==> config.mk <==
export PLATFORM = sky130hd
export DESIGN_NAME = sync_gray_w2r
export DESIGN_NICKNAME = d
export VERILOG_FILES = /design/src/rtl/sync_gray_w2r.sv
export SDC_FILE = /design/constraint.sdc
export NUM_CORES = 1
export LEC_CHECK = 0
export ABC_AREA = 1
export BUFFER_PORTS_ARGS = -buffer_cell sky130_fd_sc_hd__buf_2
export CAP_MARGIN = 15
export CORE_UTILIZATION = 28
export CTS_CLUSTER_DIAMETER = 40
export DETAILED_ROUTE_END_ITERATION = 8
export PLACE_DENSITY_LB_ADDON = 0.25
export SETUP_SLACK_MARGIN = 0.1
export SLEW_MARGIN = 10
export SYNTH_ARGS = -nofsm -noshare
export SYNTH_HDL_FRONTEND = slang
export SYNTH_SLANG_ARGS = --single-unit
export TNS_END_PERCENT = 20
==> constraint.sdc <==
create_clock -name rd_clk -period 3.3 [get_ports rd_clk]
set_input_delay 0.165 -clock rd_clk [delete_from_list [all_inputs] [get_ports rd_clk]]
set_output_delay 0.165 -clock rd_clk [all_outputs]
set_load 0.02 [all_outputs]
==> src/rtl/sync_gray_w2r.sv <==
// Write-pointer synchroniser for the async FIFO read side: N-flop gray chain, binary conversion,
// per-cycle advance and occupancy. Optional sticky multi-bit gray check via SYNC_GRAY_CHECK_EN.
module sync_gray_w2r #(
  parameter int ADDRSIZE    = 4,
  parameter int SYNC_STAGES = 2
) (
  input  logic              rd_clk,
  input  logic              rd_rst_n,
  input  logic [ADDRSIZE:0] wr_grayptr,
  input  logic [ADDRSIZE:0] rd_binptr,
  output logic [ADDRSIZE:0] rq_wr_grayptr,
  output logic [ADDRSIZE:0] rq_wr_binptr,
  output logic [ADDRSIZE:0] rq_wr_delta,
  output logic              rq_wr_adv,
  output logic [ADDRSIZE:0] rd_count,
  output logic              sync_ready,
  output logic              gray_err
);

  localparam int PW = ADDRSIZE + 1;
  localparam int CW = $clog2(SYNC_STAGES + 1);
  localparam logic [CW-1:0] CNT_DONE = CW'(SYNC_STAGES);

  if (SYNC_STAGES < 2 || SYNC_STAGES > 4) begin : g_bad_stages
    $error("sync_gray_w2r: SYNC_STAGES must be in 2..4");
  end

  function automatic logic [PW-1:0] gray2bin(input logic [PW-1:0] g);
    logic [PW-1:0] b;
    b[PW-1] = g[PW-1];
    for (int i = PW - 2; i >= 0; i--) begin
      b[i] = b[i+1] ^ g[i];
    end
    return b;
  endfunction

  logic [PW-1:0] sync_r [SYNC_STAGES];
  logic [PW-1:0] bin_r;
  logic [PW-1:0] delta_r;
  logic          adv_r;
  logic [CW-1:0] cnt_r;
  logic          ready_r;
  logic [PW-1:0] bin_next_s;
  logic [PW-1:0] delta_s;

  assign bin_next_s = gray2bin(sync_r[SYNC_STAGES-1]);
  assign delta_s    = bin_next_s - bin_r;

  // Synchroniser chain: stage 0 samples the asynchronous write pointer
  always_ff @(posedge rd_clk or negedge rd_rst_n) begin
    if (!rd_rst_n) begin
      for (int i = 0; i < SYNC_STAGES; i++) sync_r[i] <= '0;
    end else begin
      sync_r[0] <= wr_grayptr;
      for (int i = 1; i < SYNC_STAGES; i++) sync_r[i] <= sync_r[i-1];
    end
  end

  // Settle counter: ready once the first post-reset value has reached the binary register
  always_ff @(posedge rd_clk or negedge rd_rst_n) begin
    if (!rd_rst_n) begin
      cnt_r   <= '0;
      ready_r <= 1'b0;
    end else begin
      if (cnt_r != CNT_DONE) cnt_r <= cnt_r + CW'(1);
      ready_r <= ready_r | (cnt_r == CNT_DONE);
    end
  end

  // Binary pointer always loads; advance is suppressed until settled so the first value is absorbed
  always_ff @(posedge rd_clk or negedge rd_rst_n) begin
    if (!rd_rst_n) begin
      bin_r   <= '0;
      delta_r <= '0;
      adv_r   <= 1'b0;
    end else begin
      bin_r <= bin_next_s;
      if (ready_r) begin
        delta_r <= delta_s;
        adv_r   <= (delta_s != '0);
      end else begin
        delta_r <= '0;
        adv_r   <= 1'b0;
      end
    end
  end

`ifdef SYNC_GRAY_CHECK_EN
  function automatic logic multi_bit(input logic [PW-1:0] x);
    return (x & (x - PW'(1))) != '0;
  endfunction

  logic err_r;

  // Sticky flag for a gray step that changes more than one bit between the last two stages
  always_ff @(posedge rd_clk or negedge rd_rst_n) begin
    if (!rd_rst_n) begin
      err_r <= 1'b0;
    end else begin
      err_r <= err_r | (ready_r & multi_bit(sync_r[SYNC_STAGES-2] ^ sync_r[SYNC_STAGES-1]));
    end
  end

  assign gray_err = err_r;
`else
  assign gray_err = 1'b0;
`endif

  assign rq_wr_grayptr = sync_r[SYNC_STAGES-1];
  assign rq_wr_binptr  = bin_r;
  assign rq_wr_delta   = delta_r;
  assign rq_wr_adv     = adv_r;
  assign sync_ready    = ready_r;
  assign rd_count      = bin_r - rd_binptr;

endmodule
==> flow_summary.json <==
{
  "grt_max_degree": 25,
  "p_leak_nw": 0.806,
  "clkTransAtPathRegs_ps": 80,
  "cts_sinks": 24,
  "grt_pass1_wl_mm": 3.54,
  "numPortBuffers": 33,
  "vias_per_cell": 4.02,
  "setup_viol": 0,
  "drt_wl_total_mm": 2.09,
  "postPlaceCellArea_um2": 1370,
  "yosysTopAreaCell": "dfrtp_1",
  "cts.path.max_buffers": 2,
  "synth.net_count": 146,
  "syn-cell-area_um2": 1180,
  "drv_cap": 0,
  "cellPowerDensity_nw_per_um2": 505,
  "fin_crit_sh_pct": 64.1,
  "async_flop_share_pct": 100,
  "drcViolationCount": 0,
  "clk_latency_ps": 260,
  "cp-end-kind": "register",
  "yosys-top-cells-area": "dfrtp_1 (51%), ha_1 (9.5%), inv_1 (7.9%)",
  "status": "finished, final reports clean",
  "avgSynthCellArea_um2": 9.61,
  "grt-ovfl-total": 0,
  "regArea_um2": 601,
  "htree_levels": 1,
  "drive_above_1_share_pct": 26.6,
  "track_usage_pct": 10.7,
  "clockRootBuffer": "clkbuf_8",
  "antenna_found_initial": 0,
  "placementRows": 23,
  "start_kind": "register",
  "seq_area_frac_synth_pct": 50.8,
  "cts_inserted_buffers": 3,
  "most-common-layout-cells": "buf_2 (33), inv_1 (25), dfrtp_1 (24), nand2_1 (21), nand3_1 (13)",
  "initial_core_util_pct": 29.3,
  "peakVddDrop_mv": 0.189,
  "place_inst": 200,
  "finalSetupTns_ps": 0,
  "hold_class": "in2reg",
  "rsz0062_at_grt": "no",
  "path_class": "reg2reg",
  "cts_resized": 0,
  "antenna_cells": 0,
  "cts_tree": "done",
  "dieArea_um2": 4490,
  "nFillCells": 443,
  "fmax_mhz": 473,
  "maxSlewViolCount": 0,
  "dieWidth_um": 67.0,
  "layout_commonest_cell": "buf_2",
  "fin_skew_ps": 1.32,
  "dominantRegCellSynth": "dfrtp_1",
  "yosysTopAreaCellShare_pct": 50.8,
  "slew_headroom_pct": 65.2,
  "finalCriticalPeriod_ps": 2120,
  "die_h_um": 67.0,
  "hold_violations": 0,
  "layout.nets": 183,
  "first_iter_violations": 11,
  "synth_edf_count": 0,
  "fp.coreArea_um2": 4030,
  "num_vias": 836,
  "stdcell_count": 208,
  "required_ps": 3440,
  "synth_cell_type_count": 17,
  "stdcell_area_um2": 1460,
  "multiInputGateArea_um2": 439,
  "synthCells": 123,
  "grt_pass1_vias": 877,
  "drtAntennaViolNets": 0,
  "syn_to_final_growth_pct": 23.2,
  "crit_arrival_ps": 2260,
  "io_pins": 35,
  "worst-path-max-fanout": 6,
  "synth_seq_cells": 24,
  "tightest_slew_ps": 523,
  "ys.warnings.count": 0,
  "fin_util_pct": 36.1,
  "routabilityCongestion": 0.816,
  "wl_per_cell_um": 10.0,
  "dpl.hpwl_mm": 1.73,
  "dr.pass1.iters": 2
}
==> stage by stage <==
stage / setup slack, ps / total power [mW] / hold slack (ps)
global placement: 1250 / 0.569 / 169
global route: 936 / 0.791 / 2.83
floorplan: 1350 / 0.504 / -131
CTS: 1150 / 0.752 / 1.37
finish: 1180 / 0.735 / 10.9
detailed placement: 1180 / 0.578 / 179
==> flip-flops by register name, summed over array words and instances, names as in the netlist <==
signal	cells
rq_wr_delta	5
rq_wr_adv	1
sync_r	5
sync_ready	1
rq_wr_binptr	5
rq_wr_grayptr	5
cnt_r	2
==> worst max-delay path, cell delays in order, from the launching register on <==
cell and delay [ps]:
dfrtp_1 430, inv_2 70, nand2_1 90, nand3_2 90, nand2_2 100, nand2_1 70
nand3_1 70, nand2_1 50, ha_1 170, inv_1 80, fa_1 430, inv_1 70
nand2_1 40, o21ai_0 160, nand3_1 90
==> layout make-up <==
type	count	share of cell area, %
sequential	24	41.2
timing repair buffer	38	14.8
inverter	26	6.70
tap	50	4.30
multi-input combinational	67	30.2
clock buffer	3	2.84
==> power breakdown <==
group	switching (mW)	leakage (nW)	total, mW	internal, mW
Clock	0.0834	0.0216	0.165	0.0814
Sequential	0.0130	0.273	0.337	0.324
Combinational	0.148	0.511	0.233	0.0850
==> final timing paths <==
check / start / to / slack (ps) / depth (start not counted)
worst max-delay path: rq_wr_grayptr[4] / rq_wr_adv / 1180 / 14
worst min-delay path: wr_grayptr[3] / sync_r[8] / 10 / 1
worst max register to register: rq_wr_grayptr[4] / rq_wr_adv / 1180 / 14
worst min register to register: sync_r[5] / rq_wr_grayptr[0] / 350 / 0
max in group asynchronous: rd_rst_n / rq_wr_delta[1] / 2540 / 2
min in group asynchronous: rd_rst_n / sync_r[6] / 410 / 2
==> per-layer routing <==
metal  track usage [%]  share of wire [%]  wire length, um
met1              11.3                 42              879
met2              20.3                 53             1100
met3              2.05                5.3              111
met4              4.79                  0                0
met5                 0                  0                0
==> Yosys cell counts, types with 3 or more instances <==
master and n:
a21oi_1 4, buf_4 6, dfrtp_1 24, ha_1 9
inv_1 25, nand2_1 21, nand3_1 13, o21ai_0 4
xnor2_1 3, xor2_1 3
==> logic make-up (layout without fill, tap and decap cells) <==
kind of cell,count (synthesis),in the layout,synth area share (%)
flops,24,24,50.8
fa+ha+maj,11,11,12.9
compound gates,8,8,3.39
buf+inv,32,67,12.1
xor+xnor,6,6,4.45
simple gates,41,41,16.1
other cells,1,1,0.317
==> timing repair <==
action,in CTS,in global routing
endpoints found under the hold margin,27,1
buffers inserted,0,0
hold buffers,4,1
(Power assumes the default switching activity.)
